--- config.mk ---
export PLATFORM = sky130hd
export DESIGN_NAME = trivium_stream_xor_flat
export DESIGN_NICKNAME = d
export VERILOG_FILES = /design/src/rtl/trivium_pkg.sv /design/src/rtl/trivium_stream_xor_if.sv /design/src/rtl/ks_byte_collector.sv /design/src/rtl/trivium_stream_xor.sv /design/src/flat_wrapper.sv
export SDC_FILE = /design/constraint.sdc
export NUM_CORES = 1
export LEC_CHECK = 0
export ABC_AREA = 1
export ABC_CLOCK_PERIOD_IN_PS = 1300
export CORE_UTILIZATION = 40
export CTS_CLUSTER_DIAMETER = 30
export DETAILED_ROUTE_END_ITERATION = 6
export SLEW_MARGIN = 5
export SYNTH_ARGS = -nofsm -noshare
export SYNTH_HDL_FRONTEND = slang
export SYNTH_HIERARCHICAL = 1
export SYNTH_SLANG_ARGS = --single-unit
--- constraint.sdc ---
create_clock -name clk -period 1.3 [get_ports clk]
set_input_delay 0.26 -clock clk [delete_from_list [all_inputs] [get_ports clk]]
set_output_delay 0.26 -clock clk [all_outputs]
set_load 0.05 [all_outputs]
--- src/rtl/trivium_pkg.sv ---
// Shared definitions for the Trivium keystream consumer.
// Contents: controller state type, default warm-up length, default data word width.
package trivium_pkg;

   typedef enum logic [1:0] {
      StWarm,
      StFill,
      StHave,
      StOut
   } state_e;

   // Generator output bits discarded after every reset before the keystream is usable.
   localparam int unsigned TRIVIUM_WARMUP = 1152;
   localparam int unsigned KS_BYTE_W      = 8;

endpackage

--- src/rtl/trivium_stream_xor_if.sv ---
// Plaintext-in / ciphertext-out handshake bundle of trivium_stream_xor.
//   in_valid/in_ready/in_data    : plaintext word, valid/ready
//   out_valid/out_ready/out_data : ciphertext word, valid/ready
// master: the byte-oriented data path (sources plaintext, sinks ciphertext).
// slave : the cipher block.
interface trivium_stream_xor_if #(
   parameter int unsigned BYTE_W = 8
) ();

   logic              in_valid;
   logic              in_ready;
   logic [BYTE_W-1:0] in_data;
   logic              out_valid;
   logic              out_ready;
   logic [BYTE_W-1:0] out_data;

   modport master (
      output in_valid, in_data, out_ready,
      input  in_ready, out_valid, out_data
   );

   modport slave (
      input  in_valid, in_data, out_ready,
      output in_ready, out_valid, out_data
   );

endinterface

--- src/rtl/ks_byte_collector.sv ---
// Requests BYTE_W keystream bits from the generator and packs them LSB-first.
//   clk, rst  : clock, synchronous active-low reset
//   fill      : controller is in the fill phase
//   ks_bit    : generator output, valid the cycle after the enable that produced it
//   issue     : request one more bit from the generator this cycle
//   byte_done : last bit of the word is captured at this clock edge
//   ks_byte   : packed keystream word, first bit in bit 0
module ks_byte_collector #(
   parameter int unsigned BYTE_W = 8
) (
   input  logic              clk,
   input  logic              rst,
   input  logic              fill,
   input  logic              ks_bit,
   output logic              issue,
   output logic              byte_done,
   output logic [BYTE_W-1:0] ks_byte
);

   localparam int unsigned     CntW    = $clog2(BYTE_W + 1);
   localparam logic [CntW-1:0] CntFull = CntW'(BYTE_W);
   localparam logic [CntW-1:0] CntLast = CntW'(BYTE_W - 1);

   logic [CntW-1:0]   issue_cnt_q, issue_cnt_d;
   logic [CntW-1:0]   cap_cnt_q, cap_cnt_d;
   logic              ks_en_d_q, ks_en_d_d;
   logic [BYTE_W-1:0] shift_q, shift_d;

   always_comb begin
      issue       = fill && (issue_cnt_q < CntFull);
      byte_done   = ks_en_d_q && (cap_cnt_q == CntLast);
      // Only fill-phase requests are tracked, so a bit still in flight from
      // the last warm-up enable is never captured.
      ks_en_d_d   = issue;
      issue_cnt_d = issue_cnt_q;
      cap_cnt_d   = cap_cnt_q;
      shift_d     = shift_q;
      if (issue) begin
         issue_cnt_d = issue_cnt_q + CntW'(1);
      end
      if (ks_en_d_q) begin
         // Shift in at the MSB so the first bit ends up in bit 0.
         shift_d   = {ks_bit, shift_q[BYTE_W-1:1]};
         cap_cnt_d = cap_cnt_q + CntW'(1);
      end
      if (byte_done) begin
         issue_cnt_d = '0;
         cap_cnt_d   = '0;
      end
   end

   always_ff @(posedge clk) begin
      if (!rst) begin
         issue_cnt_q <= '0;
         cap_cnt_q   <= '0;
         ks_en_d_q   <= 1'b0;
         shift_q     <= '0;
      end else begin
         issue_cnt_q <= issue_cnt_d;
         cap_cnt_q   <= cap_cnt_d;
         ks_en_d_q   <= ks_en_d_d;
         shift_q     <= shift_d;
      end
   end

   assign ks_byte = shift_q;

endmodule

--- src/rtl/trivium_stream_xor.sv ---
// XORs plaintext words with the Trivium keystream (encrypts and decrypts alike).
//   clk, rst : clock, synchronous active-low reset shared with the generator
//   ks_en    : generator enable
//   ks_bit   : generator keystream bit (registered in the generator)
//   ks_live  : warm-up finished, held until the next reset
//   bus      : plaintext in / ciphertext out valid-ready bundle
module trivium_stream_xor
   import trivium_pkg::*;
#(
   parameter int unsigned WARMUP_CYCLES = TRIVIUM_WARMUP,
   parameter int unsigned BYTE_W        = KS_BYTE_W
) (
   input  logic                clk,
   input  logic                rst,
   output logic                ks_en,
   input  logic                ks_bit,
   output logic                ks_live,
   trivium_stream_xor_if.slave bus
);

   localparam int unsigned     WarmW    = $clog2(WARMUP_CYCLES + 1);
   localparam logic [WarmW-1:0] WarmLast = WarmW'(WARMUP_CYCLES - 1);

   state_e            state_q, state_d;
   logic [WarmW-1:0]  warm_cnt_q, warm_cnt_d;
   logic              ks_live_q, ks_live_d;
   logic              out_valid_q, out_valid_d;
   logic [BYTE_W-1:0] out_data_q, out_data_d;

   logic              warm_en;
   logic              fill_issue;
   logic              byte_done;
   logic [BYTE_W-1:0] ks_byte;

   ks_byte_collector #(
      .BYTE_W (BYTE_W)
   ) u_collector (
      .clk       (clk),
      .rst       (rst),
      .fill      (state_q == StFill),
      .ks_bit    (ks_bit),
      .issue     (fill_issue),
      .byte_done (byte_done),
      .ks_byte   (ks_byte)
   );

   always_comb begin
      state_d      = state_q;
      warm_cnt_d   = warm_cnt_q;
      ks_live_d    = ks_live_q;
      out_valid_d  = out_valid_q;
      out_data_d   = out_data_q;
      warm_en      = 1'b0;
      bus.in_ready = 1'b0;
      unique case (state_q)
         StWarm: begin
            warm_en    = 1'b1;
            warm_cnt_d = warm_cnt_q + WarmW'(1);
            if (warm_cnt_q == WarmLast) begin
               state_d   = StFill;
               ks_live_d = 1'b1;
            end
         end
         StFill: begin
            if (byte_done) begin
               state_d = StHave;
            end
         end
         StHave: begin
            bus.in_ready = 1'b1;
            if (bus.in_valid) begin
               out_data_d  = bus.in_data ^ ks_byte;
               out_valid_d = 1'b1;
               state_d     = StOut;
            end
         end
         StOut: begin
            if (bus.out_ready) begin
               out_valid_d = 1'b0;
               state_d     = StFill;
            end
         end
         default: state_d = StWarm;
      endcase
   end

   always_ff @(posedge clk) begin
      if (!rst) begin
         state_q     <= StWarm;
         warm_cnt_q  <= '0;
         ks_live_q   <= 1'b0;
         out_valid_q <= 1'b0;
         out_data_q  <= '0;
      end else begin
         state_q     <= state_d;
         warm_cnt_q  <= warm_cnt_d;
         ks_live_q   <= ks_live_d;
         out_valid_q <= out_valid_d;
         out_data_q  <= out_data_d;
      end
   end

   // Keep the generator idle while reset is held, even though the state is already WARM.
   assign ks_en         = rst && (warm_en || fill_issue);
   assign ks_live       = ks_live_q;
   assign bus.out_valid = out_valid_q;
   assign bus.out_data  = out_data_q;

endmodule
--- src/flat_wrapper.sv ---
// flat-port wrapper written by rule: the top's interface ports become plain ports
module trivium_stream_xor_flat import trivium_pkg::*;
#(
   parameter int unsigned WARMUP_CYCLES = TRIVIUM_WARMUP,
   parameter int unsigned BYTE_W        = KS_BYTE_W
)
  (clk, rst, ks_en, ks_bit, ks_live, bus_in_valid, bus_in_data, bus_out_ready, bus_in_ready, bus_out_valid, bus_out_data);
  trivium_stream_xor_if #(.BYTE_W(BYTE_W)) bus_i ();
  input  logic clk;
  input  logic rst;
  output logic ks_en;
  input  logic ks_bit;
  output logic ks_live;
  input wire logic [$bits(bus_i.in_valid)-1:0] bus_in_valid;
  input wire logic [$bits(bus_i.in_data)-1:0] bus_in_data;
  input wire logic [$bits(bus_i.out_ready)-1:0] bus_out_ready;
  output wire logic [$bits(bus_i.in_ready)-1:0] bus_in_ready;
  output wire logic [$bits(bus_i.out_valid)-1:0] bus_out_valid;
  output wire logic [$bits(bus_i.out_data)-1:0] bus_out_data;
  assign bus_i.in_valid = bus_in_valid;
  assign bus_i.in_data = bus_in_data;
  assign bus_i.out_ready = bus_out_ready;
  assign bus_in_ready = bus_i.in_ready;
  assign bus_out_valid = bus_i.out_valid;
  assign bus_out_data = bus_i.out_data;
  trivium_stream_xor #(.WARMUP_CYCLES(WARMUP_CYCLES), .BYTE_W(BYTE_W)) u_core (.clk(clk), .rst(rst), .ks_en(ks_en), .ks_bit(ks_bit), .ks_live(ks_live), .bus(bus_i));
endmodule
==> impl_metrics.yaml <==
outcome:
  run_status: "complete, but fails checks"
  violations_in_the_final_reports: "negative setup slack"
synth:
  synth.ff_latch_count: 40
  synthesis.yosys.warnings: 6
  netlist-cell-type-count: 23
  syn_avg_cell_area_sq_um: 7.44
  syn-num-nets: 260
  synthCells: 240
  netlist_area_sq_um: 1790
  yosysSeqAreaShare: 0.448
finish:
  drive_gt1_frac: 0.269
  insertedDiodeCount: 0
  flow.area_growth_from_synthesis_pct: 45.2
  final_nets: 309
  final_area_sq_um: 2590
clock_tree:
  cts-htree-levels: 2
  postCtsHoldBufs: 0
  clock_path_buffers: 2
  numCtsBuffers: 5
  cts_root_buf: "sky130_fd_sc_hd__clkbuf_8"
  clk_pin_slew_ps: 70
  cts_tree: "built"
  clock_sinks: 40
  clk_latency_ps: 290
global_routing:
  number_of_global_route_vias_before_repair: 1358
  grt_pass1_wl_um: 5840
  grt_antenna_before_repair: 0
  largest_net_degree_at_the_start_of_global_routing: 18
  overflow: 0
  track_usage: 0.170
worst_setup_path:
  critical-path-top-delay-family: "flip-flops"
  timing.critical_path.from: "u_core/state_q[1]"
  cp_num_buf_inv: 3
  crit-reg2reg-launch: "u_core/state_q[0]"
  arrival_ps: 1270
  setup.worst_path.start_class: "flop"
  r2r_end: "u_core/warm_cnt_q[3]"
  worst-path-stages: 7
  timing.critical_path.to: "ks_en"
  r2r_setup_slack_ps: -90
  cpMaxStageDelayCell: "sky130_fd_sc_hd__dfxtp_4"
  path_cells: "inv_4 > ha_4 > inv_2 > nor2_4 > nor2_4 > nor2_4 > buf_12"
  crit_fanout: 2
  critical_path.most_common_cell: "sky130_fd_sc_hd__nor2_4"
  reg2reg_depth: 8
  worst_setup_path_end_kind: "output port"
  timing.setup.critical_path_class: "reg -> out"
  highest_cell_delay_on_the_worst_timing_path_ps: 360
  critical_path_required_ps: 1040
timing:
  grt_setup_unrepaired: "yes"
  clock.fmax_mhz: 654
  min_period_ps: 1530
  final_report_max_slew_violation_count: 0
  clock-skew-final_ps: 4.22
  setup_viol_count_final: 8
  min_period_over_period: 1.18
  total_negative_slack_for_setup_checks_ps: -672
  final.setup.worst_slack_ps: -228
  tightest_slew_ps: 242
  finalHoldViolations: 0
  maxSlewHeadroom: 0.838
detailed_routing:
  drtAntennaViolNets: 0
  drt-total-wl_um: 3480
  drt_drc_violations_left: 0
  drtPass1Iterations: 4
  drt_iter0_markers: 78
  routed_wire_length_per_instance_um: 10.2
  drt-vias-per-instance: 4.61
  route.vias.total: 1569
power:
  leakage_power_uw: 0.00108
  worst_ir_drop_vdd_mv: 0.693
  totalPowerFinal_uw: 2200
  power-per-cell-area_nw_per_um2: 849
die:
  fp.dieH_um: 68.8
  design.core.area_sq_um: 4140
  fp.dieArea_sq_um: 4740
  ioPinCount: 25
  effective_utilization_at_floorplan: 0.431
  floorplan.rows: 23
  dieWidth_um: 68.8
min_path:
  min_path_type: "reg -> reg"
run:
  cap_viol_max_count: 0
place:
  gp_congestion: 0.731
  numPortBuffers: 24
  detailed_place.area_sq_um: 2370
  detailed_place_hpwl_um: 2490
-- layout by cell type (no fill, tap or decap), drive strengths merged --
cell	n
nor3	4
xnor2	10
nand2	36
o21a	1
nor2	48
a21oi	19
nand3b	1
clkdlybuf4s50	12
buf	35
clkbuf	6
clkinv	3
dfxtp	40
inv	30
nand4	2
nand3	6
ha	7
a21boi	1
o21ai	29
-- registers in the layout, summed over array words and instances (netlist names) --
name,count
u_core/u_collector/ks_byte,8
u_core/warm_cnt_q,11
u_core/bus.out_valid,1
u_core/state_q,2
u_core/bus.out_data,8
u_core/u_collector/ks_en_d_q,1
u_core/ks_live,1
u_core/u_collector/cap_cnt_q,4
u_core/u_collector/issue_cnt_q,4
-- cell type report --
| class | instances | area [sq um] |
|---|---|---|
| clock buffers | 6 | 82.6 |
| clock inverters | 2 | 10.0 |
| fillers | 376 | 1550 |
| inverters | 31 | 119 |
| multi-input cells | 164 | 960 |
| flip-flops and latches | 40 | 812 |
| well taps | 50 | 62.6 |
| repair buffers | 47 | 549 |
-- per-layer routing --
metal | track usage | wire length (um) | part of all wire | vias to the layer above
li1 | - | - | - | 858
met1 | 0.213 | 1710 | 0.49 | 686
met2 | 0.275 | 1600 | 0.46 | 20
met3 | 0.0395 | 111 | 0.032 | 5
met4 | 0.0765 | 53 | 0.015 | 0
met5 | 0 | 0 | 0 | -
-- Yosys cell counts (all sizes together) --
cell / instances / area (sq um)
nand3: 6 / 30.0
o21a: 1 / 7.51
nand4: 2 / 12.5
nand3b: 1 / 11.3
nand2: 36 / 135
nor2: 48 / 183
nor3: 4 / 31.3
a21oi: 19 / 95.1
xnor2: 10 / 87.6
o21ai: 29 / 156
a21boi: 1 / 7.51
ha: 7 / 87.6
clkbuf: 2 / 7.51
dfxtp: 40 / 801
inv: 30 / 113
buf: 3 / 17.5
clkinv: 1 / 3.75
-- through the flow --
step / utilization / cells / setup slack (ps) / hold slack [ps]
final: 0.626 / 340 / -228 / 446
after global routing: 0.626 / 340 / -290 / 494
after CTS: 0.605 / 336 / -238 / 488
after detailed placement: 0.572 / 324 / -223 / 470
after global placement: 0.572 / 324 / -192 / 452
after floorplan: - / 240 / -36.8 / 395
-- kinds of logic (layout without fill, tap and decap cells) --
group,count (synthesis),count (layout),synth area share
simple gates,97,97,0.225
compound gates,50,50,0.149
flops,40,40,0.448
buf+inv,36,86,0.0791
xor+xnor,10,10,0.0490
fa+ha+maj,7,7,0.0490
-- power by group --
| part | leakage (uW) | internal, uW | switching [uW] |
|---|---|---|---|
| Sequential | 0.000325 | 1230 | 5.98 |
| Clock | 0.0000510 | 423 | 418 |
| Combinational | 0.000706 | 69.2 | 57.7 |
| Total | 0.00108 | 1720 | 482 |
-- timing repair --
action                                  in CTS  in global routing
endpoints found under the setup margin       6                 16
buffers inserted                             4                  4
pin swaps                                    5                  3
gates resized for setup                      5                 29
-- worst min-delay path by stage --
| stage | from | to | slack, ps | depth (start not counted) |
|---|---|---|---|---|
| floorplan | ks_bit | u_core/u_collector/ks_byte[7] | 390 | 2 |
| global placement | u_core/warm_cnt_q[6] | u_core/warm_cnt_q[6] | 450 | 2 |
| detailed placement | u_core/warm_cnt_q[6] | u_core/warm_cnt_q[6] | 470 | 2 |
| CTS | u_core/warm_cnt_q[2] | u_core/warm_cnt_q[2] | 490 | 2 |
| global route | u_core/warm_cnt_q[0] | u_core/warm_cnt_q[0] | 490 | 1 |
| finish | u_core/warm_cnt_q[0] | u_core/warm_cnt_q[0] | 450 | 1 |
Power figures use the tool's default switching activity.
